$ cat config.mk
export PLATFORM = sky130hd
export DESIGN_NAME = axil_arbiter_wr
export DESIGN_NICKNAME = d
export VERILOG_FILES = /design/src/rtl/axil_arbiter_wr.sv
export SDC_FILE = /design/constraint.sdc
export NUM_CORES = 1
export LEC_CHECK = 0
export ABC_CLOCK_PERIOD_IN_PS = 1900
export BUFFER_PORTS_ARGS = -buffer_cell sky130_fd_sc_hd__buf_2
export CAP_MARGIN = 20
export CORE_MARGIN = 2
export CORE_UTILIZATION = 34
export DETAILED_ROUTE_END_ITERATION = 12
export GPL_TIMING_DRIVEN = 1
export PLACE_DENSITY_LB_ADDON = 0.1
export SETUP_SLACK_MARGIN = 0.02
export SYNTH_ARGS = -nofsm -noshare
export SYNTH_HDL_FRONTEND = slang
export SYNTH_SLANG_ARGS = --single-unit
$ cat constraint.sdc
create_clock -name aclk -period 1.9 [get_ports aclk]
set_input_delay 0.19 -clock aclk [delete_from_list [all_inputs] [get_ports aclk]]
set_output_delay 0.19 -clock aclk [all_outputs]
set_load 0.1 [all_outputs]
$ cat src/rtl/axil_arbiter_wr.sv
// AXI-Lite write-path arbiter: per-slave round-robin grant held from arbitration until that
// slave's B handshake, published as registered one-hot and binary vectors in both orientations.
module axil_arbiter_wr #(
    parameter int unsigned NUMBER_MASTER  = 2,
    parameter int unsigned NUMBER_SLAVE   = 4,
    parameter int unsigned AXI_ADDR_WIDTH = 32,
    parameter int unsigned ADDR_SEL_LSB   = 28,
    localparam int unsigned MW = $clog2(NUMBER_MASTER),
    localparam int unsigned SW = $clog2(NUMBER_SLAVE)
) (
    input  logic                                           aclk,
    input  logic                                           aresetn,
    input  logic [NUMBER_MASTER-1:0][AXI_ADDR_WIDTH-1:0]   m_axil_awaddr,
    input  logic [NUMBER_MASTER-1:0]                       m_axil_awvalid,
    input  logic [NUMBER_SLAVE-1:0]                        s_axil_bvalid,
    input  logic [NUMBER_SLAVE-1:0]                        s_axil_bready,
    output logic [NUMBER_SLAVE-1:0][NUMBER_MASTER-1:0]     grant_wr,
    output logic [NUMBER_MASTER-1:0][NUMBER_SLAVE-1:0]     grant_wr_trans,
    output logic [NUMBER_SLAVE-1:0][MW-1:0]                grant_wr_cdr,
    output logic [NUMBER_MASTER-1:0][SW-1:0]               grant_wr_cdr_trans
);

    localparam int unsigned CW = MW + 1;

    typedef enum logic [0:0] {StIdle, StBusy} state_e;

    state_e                                       state_q [NUMBER_SLAVE];
    logic   [NUMBER_SLAVE-1:0][MW-1:0]            rr_ptr_q;

    logic   [NUMBER_MASTER-1:0][SW-1:0]           dec;
    logic   [NUMBER_MASTER-1:0]                   busy_m;
    logic   [NUMBER_SLAVE-1:0][NUMBER_MASTER-1:0] req;
    logic   [NUMBER_SLAVE-1:0]                    win_valid;
    logic   [NUMBER_SLAVE-1:0][MW-1:0]            win_idx;
    logic   [NUMBER_SLAVE-1:0][MW-1:0]            rr_next;

    // Only the slave-select field of each address is consumed.
    logic unused_awaddr;
    assign unused_awaddr = ^m_axil_awaddr;

    always_comb begin
        for (int m = 0; m < NUMBER_MASTER; m++) begin
            dec[m]    = m_axil_awaddr[m][ADDR_SEL_LSB +: SW];
            busy_m[m] = |grant_wr_trans[m];
        end
    end

    // A master already holding a grant is masked so it never owns two slaves at once.
    always_comb begin
        for (int s = 0; s < NUMBER_SLAVE; s++) begin
            for (int m = 0; m < NUMBER_MASTER; m++) begin
                req[s][m] = m_axil_awvalid[m] & (dec[m] == SW'(s)) & ~busy_m[m];
            end
        end
    end

    always_comb begin
        logic [CW-1:0] cand;
        cand      = '0;
        win_valid = '0;
        win_idx   = '0;
        for (int s = 0; s < NUMBER_SLAVE; s++) begin
            for (int i = 0; i < NUMBER_MASTER; i++) begin
                cand = {1'b0, rr_ptr_q[s]} + CW'(i);
                if (cand >= CW'(NUMBER_MASTER)) begin
                    cand = cand - CW'(NUMBER_MASTER);
                end
                if (!win_valid[s] && req[s][cand[MW-1:0]]) begin
                    win_valid[s] = 1'b1;
                    win_idx[s]   = cand[MW-1:0];
                end
            end
        end
    end

    always_comb begin
        for (int s = 0; s < NUMBER_SLAVE; s++) begin
            if (win_idx[s] == MW'(NUMBER_MASTER - 1)) begin
                rr_next[s] = '0;
            end else begin
                rr_next[s] = win_idx[s] + 1'b1;
            end
        end
    end

    always_ff @(posedge aclk or negedge aresetn) begin
        if (!aresetn) begin
            for (int s = 0; s < NUMBER_SLAVE; s++) begin
                state_q[s] <= StIdle;
            end
            rr_ptr_q           <= '0;
            grant_wr           <= '0;
            grant_wr_trans     <= '0;
            grant_wr_cdr       <= '0;
            grant_wr_cdr_trans <= '0;
        end else begin
            for (int s = 0; s < NUMBER_SLAVE; s++) begin
                case (state_q[s])
                    StIdle: begin
                        if (win_valid[s]) begin
                            state_q[s]      <= StBusy;
                            rr_ptr_q[s]     <= rr_next[s];
                            grant_wr_cdr[s] <= win_idx[s];
                            for (int m = 0; m < NUMBER_MASTER; m++) begin
                                grant_wr[s][m]       <= (win_idx[s] == MW'(m));
                                grant_wr_trans[m][s] <= (win_idx[s] == MW'(m));
                                if (win_idx[s] == MW'(m)) begin
                                    grant_wr_cdr_trans[m] <= SW'(s);
                                end
                            end
                        end
                    end
                    StBusy: begin
                        // Grant is frozen here; only the B handshake ends it.
                        if (s_axil_bvalid[s] && s_axil_bready[s]) begin
                            state_q[s]      <= StIdle;
                            grant_wr[s]     <= '0;
                            grant_wr_cdr[s] <= '0;
                            for (int m = 0; m < NUMBER_MASTER; m++) begin
                                grant_wr_trans[m][s] <= 1'b0;
                                if (grant_wr[s][m]) begin
                                    grant_wr_cdr_trans[m] <= '0;
                                end
                            end
                        end
                    end
                    default: state_q[s] <= StIdle;
                endcase
            end
        end
    end

endmodule

==> flow_summary.yaml, run 1 <==
cts:
  htreeDepth: 1
  clock_latency_ns: 0.30
  clk_path_buf_depth: 2
  tritoncts: "done"
  clk_pin_slew_ns: 0.12
  cts_buffers: 3
  cts_sinks: 20
  cts_root_buf: "clkbuf_4"
logic_synthesis:
  synth_fa_ha_area_frac: 0
  synth_area_per_cell_um2: 9.59
  async_reset_ff_frac: 1.00
  synth_top_family_by_area: "simple AND/OR/NAND/NOR gates"
  synth_edf_count: 0
  synthMuxAreaShare: 0.0170
  synth_compound_area_frac: 0.182
  synth_seq_area_share: 0.424
  syn_nets: 199
  netlist_instances: 123
  yosysWarnings: 0
  yosys.area_share.xor_xnor: 0
  synth-main-ff-cell: "dfrtp_1"
  ys_ff_latch: 20
  synthSimpleGateAreaFrac: 0.290
  synth_cell_type_count: 38
  syn-cell-area_um2: 1180
floorplanning:
  io_pins: 100
  core_area_um2: 3340
  start_util: 0.354
  die_area_um2: 3960
  rows: 21
  die_h_um: 62.9
  fp.dieW_um: 62.9
critical_path:
  slowest_delay_ns: 0.52
  reg2reg_to: "grant_wr_cdr_trans[1]"
  critPathMaxFanout: 7
  critPathArrivalTime_ns: 2.09
  path_delay_family: "compound AO/OA/AOI/OAI gates"
  reg2reg_from: "grant_wr_trans[0]"
  cp_num_buf_inv: 1
  cp.required_ns: 2.10
  ff2ff_path_depth: 6
  crit_type: "register to register"
  cpMaxStageDelayCell: "dfrtp_4"
  cp_cell_sequence: "nor4_4 -> buf_6 -> nand4b_4 -> a211o_1 -> nor3b_2 -> o31a_1"
  cp-start-kind: "register"
  end_kind: "register"
  reg2reg_slack_ns: 0.01
hold_path:
  hold_depth: 3
  hp-start: "s_axil_bready[2]"
  hp-class: "input port to register"
  hold_end: "state_q[1]"
placement:
  hpwl_um: 2500
  dpl_cell_area_um2: 1490
  port-buffer-count: 39
  gp_congestion: 0.739
  place_ws_ns: 0.00732
sta:
  relSlewSlack: 0.677
  skew_ns: 0.00611
  worstMarginPinSlew_ns: 0.488
  finalCritPeriodShare: 0.994
  rsz0062_at_grt: "true"
  finalWorstSetupSlack_ns: 0.0111
  setup_violations: 0
  drv_slew: 0
  setup_tns_ns: 0
  clock.fmax_mhz: 529
  hold_viol: 0
  period_minus_slack_ns: 1.89
drt:
  drtAntennaViolNets: 0
  drt_iter0_markers: 57
  num_vias: 1136
  routed_wl_um: 3310
  via_per_inst: 5.26
  dr.pass1.iters: 4
  drc: 0
  wl_per_cell_um: 15.3
cells_and_area:
  final_common_cell: "buf_2"
  finalInstanceArea_um2: 1630
  layout.nets: 247
  antennaDiodeCount: 0
  fin_util: 0.487
  drive_gt1_frac: 0.488
  area_delta_synth_final_pct: 37.9
  final_cell_mix: "40 x buf_2, 13 x buf_4, 12 x dfrtp_1"
global_routing:
  grt-ovfl-total: 0
  antenna_found_initial: 0
  grt_pass1_vias: 1074
  grtUsageTotal: 0.173
  grt_max_degree: 21
  grt_first_pass_wirelength_um: 5360
outcome:
  outcome: "finished clean"
flow_run:
  drv_cap: 0
## state kept, by name, indices dropped and copies added, names as in the netlist
name                flops
rr_ptr_q                4
state_q                 4
grant_wr_trans          2
grant_wr                6
grant_wr_cdr_trans      4
## layer usage
layer	wire, µm	GRT usage	up-vias
li1	-	-	535
met1	1470	0.240	559
met2	1640	0.279	40
met3	182	0.0252	2
met4	19	0.0500	0
met5	0	0	-
## worst reg2reg max path, cell delays in order (launching register included)
cell and delay, ns:
dfrtp_4 0.52, nor4_4 0.27, buf_6 0.17, nand4b_4 0.10, a211o_1 0.29, nor3b_2 0.15, o31a_1 0.29
## how the worst max path moves through the flow
| stage | depth (start not counted) | endpoint | startpoint |
|---|---|---|---|
| 2_1_floorplan | 5 | grant_wr_cdr_trans[1] | grant_wr[6] |
| 3_3_place_gp | 6 | grant_wr_cdr_trans[3] | grant_wr[7] |
| 3_5_place_dp | 6 | grant_wr_cdr_trans[3] | grant_wr[7] |
| 4_1_cts | 6 | grant_wr_cdr_trans[0] | grant_wr[7] |
| 5_1_grt | 6 | grant_wr_cdr_trans[1] | grant_wr_trans[0] |
| 6_report | 6 | grant_wr_cdr_trans[1] | grant_wr_trans[0] |
## cells in the mapped netlist (2+ instances only)
cell	n	area share
dfrtp_1	20	0.42
buf_4	12	0.076
nor2_1	11	0.035
nand2_1	9	0.029
nand3_1	8	0.034
a21oi_1	7	0.030
a22oi_1	4	0.025
and3_1	4	0.021
o21ai_1	4	0.017
nand2b_1	3	0.016
nor3b_1	3	0.019
a21boi_0	2	0.013
a21o_1	2	0.013
inv_1	2	0.0064
mux2i_1	2	0.017
nand4_1	2	0.011
nand4b_1	2	0.015
nand4bb_1	2	0.019
nor3_1	2	0.0085
o211ai_1	2	0.013
o21a_1	2	0.013
o21ai_0	2	0.0085
## logic make-up after synthesis
| family | after synthesis |
|---|---|
| muxes | 2 |
| DFF | 20 |
| AOI/OAI and AO/OA | 32 |
| and+or+nand+nor | 54 |
| buffers and inverters | 15 |
## stage by stage
step,hold WS [ns],cells
2_1_floorplan,-0.106,123
3_3_place_gp,0.175,207
3_5_place_dp,0.176,207
4_1_cts,0.157,212
5_1_grt,0.170,216
6_report,0.161,216
## cell type report
cell class,instances,area [µm²]
fill,340,1710
multi-input combinational,88,671
sequential,20,520
timing repair buffer,56,334
tap,46,57.6
clock buffer,4,36.3
inverter,2,7.51
## timing repair
item,4_1_cts,5_1_grt
hold buffers,1,0
gates cloned,0,1
setup endpoints to repair,2,6
pin swaps,0,6
gates resized for setup,1,10
buffers inserted,0,3
endpoints found under the hold margin,20,0
Power of run 1 is not shown: default switching activity piles up to over one toggle a cycle in this logic, so the estimate is an artifact.
==> run 2, diff against run 1 <==
--- a/config.mk
+++ b/config.mk
@@ -7,2 +7,3 @@
 export LEC_CHECK = 0
+export ABC_AREA = 1
 export ABC_CLOCK_PERIOD_IN_PS = 1900
@@ -11,3 +12,3 @@
 export CORE_MARGIN = 2
-export CORE_UTILIZATION = 34
+export CORE_UTILIZATION = 35
 export DETAILED_ROUTE_END_ITERATION = 12
==> constraint.sdc (replaced) <==
create_clock -name aclk -period 1.9 [get_ports aclk]
set_input_delay 0.095 -clock aclk [delete_from_list [all_inputs] [get_ports aclk]]
set_output_delay 0.095 -clock aclk [all_outputs]
set_load 0.1 [all_outputs]
==> run 2 against run 1 <==
Against the previous run:
- cell count increased by 16%
- critical path depth rose by 4
- area after synthesis grew 2.3%
- register-to-register slack better by 0.27 ns
- maximum frequency rose by 17%
- flip-flop and latch count stayed put
- highest routed layer unchanged
==> flow_summary.yaml, run 2 <==
critical_path:
  ff2ff_path_depth: 10
  reg2reg_to: "grant_wr_cdr_trans[1]"
  crit_type: "register to register"
  critPathArrivalTime_ns: 1.82
  end_kind: "register"
  critPathMaxFanout: 5
  cp-start-kind: "register"
  cp.required_ns: 2.10
  reg2reg_slack_ns: 0.28
  reg2reg_from: "grant_wr[3]"
logic_synthesis:
  synthSimpleGateAreaFrac: 0.322
  synth_most_common_cell: "nand2_1"
  syn_nets: 249
  synth_edf_count: 0
  synth_top_family_by_area: "simple AND/OR/NAND/NOR gates"
  ys_ff_latch: 20
  synth-main-ff-cell: "dfrtp_1"
  synthTopCellsByCount: "52 x nand2_1, 30 x inv_1, 20 x dfrtp_1"
  synth_top_area_share: 0.415
  yosysWarnings: 0
  yosys.area_share.xor_xnor: 0
  syn-cell-area_um2: 1210
  yosys-top-cells-area: "dfrtp_1 41%, nand2_1 16%, inv_1 9.3%, buf_4 7.5%, nand3_1 5.8%"
  synth_cell_type_count: 19
  synth_fa_ha_area_frac: 0
  async_reset_ff_frac: 1.00
  yosys.area.top_type: "dfrtp_1"
  synthMuxAreaShare: 0
  netlist_instances: 173
  synth_seq_area_share: 0.415
  synth_area_per_cell_um2: 6.98
  synth_compound_area_frac: 0.0922
drt:
  via_per_inst: 4.55
  routed_wl_um: 2720
  drc: 0
  drt_iter0_markers: 31
  drtAntennaViolNets: 0
  wl_per_cell_um: 10.8
  num_vias: 1142
  dr.pass1.iters: 4
sta:
  period_minus_slack_ns: 1.62
  clock.fmax_mhz: 617
  skew_ns: 0.00354
  setup_tns_ns: 0
  hold_viol: 0
  setup_violations: 0
  relSlewSlack: 0.679
  finalCritPeriodShare: 0.853
  hold_ws_ns: 0.0443
  finalWorstSetupSlack_ns: 0.280
  drv_slew: 0
  rsz0062_at_grt: "false"
  worstMarginPinSlew_ns: 0.486
floorplanning:
  start_util: 0.362
  die_h_um: 62.7
  core_area_um2: 3340
  fp.dieW_um: 62.7
  die_area_um2: 3940
  rows: 21
  io_pins: 100
cells_and_area:
  layout.nets: 282
  drive_gt1_frac: 0.254
  final_cell_mix: "52 x nand2_1, 39 x buf_2, 30 x inv_1"
  largest_reg_flops: 6
  final_common_cell: "nand2_1"
  finalNonFillerCells: 251
  area_delta_synth_final_pct: 17.3
  antennaDiodeCount: 0
  top_register: "grant_wr"
  fillers: 371
cts:
  cts_root_buf: "clkbuf_4"
  clock_latency_ns: 0.30
  htreeDepth: 1
  tritoncts: "done"
  cts_buffers: 3
  post_cts_buffers: 0
  clk_pin_slew_ns: 0.11
  clk_path_buf_depth: 2
  cts_hold_buf: 1
  postCtsResizedCells: 0
  cts_sinks: 20
hold_path:
  hp-class: "input port to register"
  hp-start: "s_axil_bready[3]"
  hold_end: "state_q[0]"
  hold_depth: 4
global_routing:
  antenna_found_initial: 0
  grt_first_pass_wirelength_um: 4590
  grt_pass1_vias: 1047
  grt-ovfl-total: 0
  grtUsageTotal: 0.149
  grt_max_degree: 21
placement:
  gp_congestion: 0.834
  port-buffer-count: 39
  place_ws_ns: 0.310
  dp_cells: 246
  hpwl_um: 2210
flow_run:
  drv_cap: 0
outcome:
  outcome: "finished clean"
[run 2: cell count changes after synthesis, moves of 3 or more]
cell / delta
and3_1: -4
nor3b_1: -3
nand2_1: +43
nand2b_1: -3
nand3_1: +6
a22oi_1: -4
inv_1: +28
a21oi_1: -3
o21ai_1: -4
o21ai_0: +10
[run 2: how the worst max path moves through the flow]
stage / startpoint / endpoint / slack, ns / cells after the start
2_1_floorplan: grant_wr[7] / grant_wr_cdr_trans[1] / 0.02 / 11
3_3_place_gp: grant_wr[3] / grant_wr_cdr_trans[1] / 0.34 / 10
3_5_place_dp: grant_wr[3] / grant_wr_cdr_trans[1] / 0.31 / 10
4_1_cts: grant_wr[3] / grant_wr_cdr_trans[1] / 0.27 / 10
5_1_grt: grant_wr[3] / grant_wr_cdr_trans[1] / 0.06 / 10
6_report: grant_wr[3] / grant_wr_cdr_trans[1] / 0.28 / 10
[run 2: through the flow]
| stage | utilization | area [µm²] |
|---|---|---|
| after floorplan | - | 1210 |
| after global placement | 0.411 | 1370 |
| after detailed placement | 0.411 | 1370 |
| after CTS | 0.424 | 1420 |
| after global routing | 0.424 | 1420 |
| final | 0.424 | 1420 |
[run 2: metal layers]
metal,up-vias,GRT usage,share of wire
met5,-,0,0
met4,0,0.0750,0.027
met3,8,0.0306,0.059
met2,43,0.226,0.41
met1,502,0.201,0.50
li1,589,-,-
[run 2: worst max-delay path: stages, from the launching register on]
cell     delay (ns)
dfrtp_1        0.43
inv_1          0.10
nand2_1        0.07
nor2_1         0.20
nand2_1        0.14
nand2_1        0.10
nand3_1        0.20
nand3_1        0.12
nand2_1        0.06
nand2_1        0.06
nand2_1        0.04
[run 2: layout make-up]
cell class              instances  area, µm²  area share
repair buffers                 40        205       0.145
inverters                      31        116      0.0822
multi-input cells             110        500       0.353
well taps                      46       57.6      0.0406
flip-flops and latches         20        500       0.353
clock buffers                   4       36.3      0.0256
[run 2: cell families after synthesis]
family | after synthesis
and+or+nand+nor | 90
DFF | 20
AOI/OAI and AO/OA | 20
buffers and inverters | 43
Power of run 2 is left out for the same reason.
==> run 3, diff against run 2 <==
Settings changed: ABC_CLOCK_PERIOD_IN_PS 1900 to 1500, CORE_MARGIN 2 to unset, CORE_UTILIZATION 35 to 38.
Clock period 1.9 ns to 1.5 ns, I/O delays scaled along.
==> run 3 against run 2 <==
Against the previous run:
- the run now ends with negative setup slack left
- first-iteration DRC count down 9.7%
- non-clock buffer count up 15
- flip-flop and latch count unchanged
- sequential share of layout area down 4.5 points
- clock-buffer cell count down 1
- setup slack worse by 0.33 ns
- hold slack worse by 0.042 ns
- global-route usage up 4.0 points
- cell count up 5.2%
- routed wire length up 13%
- maximum frequency up 4.2%
- critical endpoint unchanged
- highest routed layer unchanged
==> flow_summary.yaml, run 3 (synthesis gave the netlist of run 2 again) <==
outcome:
  outcome: "complete, but fails checks"
  violations: "negative setup slack"
critical_path:
  cp.required_ns: 1.73
  cp-start-kind: "register"
  critPathMaxFanout: 3
  end_kind: "register"
  crit_type: "register to register"
  critPathArrivalTime_ns: 1.79
drt:
  drt_iter0_markers: 28
  drtAntennaViolNets: 0
  dr.pass1.iters: 4
  num_vias: 1239
  wl_per_cell_um: 11.6
  drc: 0
  routed_wl_um: 3070
  via_per_inst: 4.69
cts:
  clk_path_buf_depth: 2
  clock_latency_ns: 0.32
  tritoncts: "done"
  cts_buffers: 3
  cts_sinks: 20
  cts_root_buf: "clkbuf_4"
  htreeDepth: 1
  clk_pin_slew_ns: 0.13
cells_and_area:
  layout.nets: 297
  final_cell_mix: "45 x nand2_1, 39 x buf_2, 25 x inv_1"
  antennaDiodeCount: 0
  largest_reg_flops: 6
  final_common_cell: "nand2_1"
  fillers: 305
  area_delta_synth_final_pct: 42.6
  drive_gt1_frac: 0.455
  top_register: "grant_wr"
floorplanning:
  core_area_um2: 3030
  die_area_um2: 3410
  fp.dieW_um: 58.4
  rows: 20
  io_pins: 100
  start_util: 0.399
  die_h_um: 58.4
global_routing:
  antenna_found_initial: 0
  grtUsageTotal: 0.188
  grt_pass1_vias: 1113
  grt_max_degree: 21
  grt-ovfl-total: 0
  grt_first_pass_wirelength_um: 4800
sta:
  period_minus_slack_ns: 1.55
  finalCritPeriodShare: 1.04
  relSlewSlack: 0.678
  finalWorstSetupSlack_ns: -0.0544
  skew_ns: 0.0103
  rsz0062_at_grt: "true"
  hold_viol: 0
  setup_violations: 5
  clock.fmax_mhz: 643
  worstMarginPinSlew_ns: 0.486
  drv_slew: 0
placement:
  hpwl_um: 2310
  port-buffer-count: 39
  place_ws_ns: -0.0338
  gp_congestion: 0.778
hold_path:
  hp-class: "input port to register"
flow_run:
  drv_cap: 0
==> run 3: cell count changes in the layout (fill, tap and decap cells not counted), sizes merged <==
cell / change
clkbuf: -1
bufinv: +1
buf: +15
==> run 3: path summary, 6_finish.rpt <==
path,slack (ns),end,cells after the start,from
worst max register to register,-0.05,grant_wr_cdr_trans[1],8,grant_wr[7]
max in group asynchronous,0.91,grant_wr_trans[1],2,aresetn
worst min-delay path,0.002,state_q[0],4,s_axil_bready[3]
worst min register to register,0.50,rr_ptr_q[2],2,rr_ptr_q[2]
worst max-delay path,-0.05,grant_wr_cdr_trans[1],8,grant_wr[7]
min in group asynchronous,0.23,grant_wr[5],2,aresetn
==> run 3: worst max-delay path, stage by stage (launching register included) <==
cell	delay [ns]
dfrtp_4	0.52
inv_4	0.09
nand2_4	0.06
nor2_4	0.09
nand3b_1	0.13
o211ai_1	0.35
nand2_1	0.10
nand2_1	0.07
nand2_1	0.05
==> run 3: layout make-up <==
cell class | count | area, µm² | area share
well taps | 44 | 55.1 | 0.0320
clock buffers | 3 | 22.5 | 0.0131
multi-input cells | 110 | 639 | 0.371
clock inverters | 1 | 30.0 | 0.0174
inverters | 31 | 126 | 0.0734
flip-flops and latches | 20 | 531 | 0.308
repair buffers | 55 | 318 | 0.185
==> run 3: timing repair <==
item	4_1_cts	5_1_grt
gates resized for setup	7	28
setup endpoints to repair	3	13
pin swaps	6	9
hold buffers	1	0
setup buffers	2	3
hold endpoints to repair	20	0
==> run 3: per-layer routing <==
layer | global-route usage | wire length [µm]
met3 | 0.0220 | 125
met5 | 0 | 0
met1 | 0.266 | 1470
met2 | 0.291 | 1390
met4 | 0.0884 | 80
==> run 3: stage by stage <==
stage	cell area, µm²	util	hold slack (ns)	TNS (ns)	std cells
final	1720	0.569	0.00183	-0.112	264
after detailed placement	1490	0.493	0.0581	-0.0338	254
after global routing	1720	0.569	0.0402	-0.784	264
after CTS	1600	0.527	0.0109	-0.0284	261
after floorplan	1260	-	-0.221	-0.0311	173
after global placement	1490	0.493	0.0563	0	254
Power of run 3 is left out for the same reason.
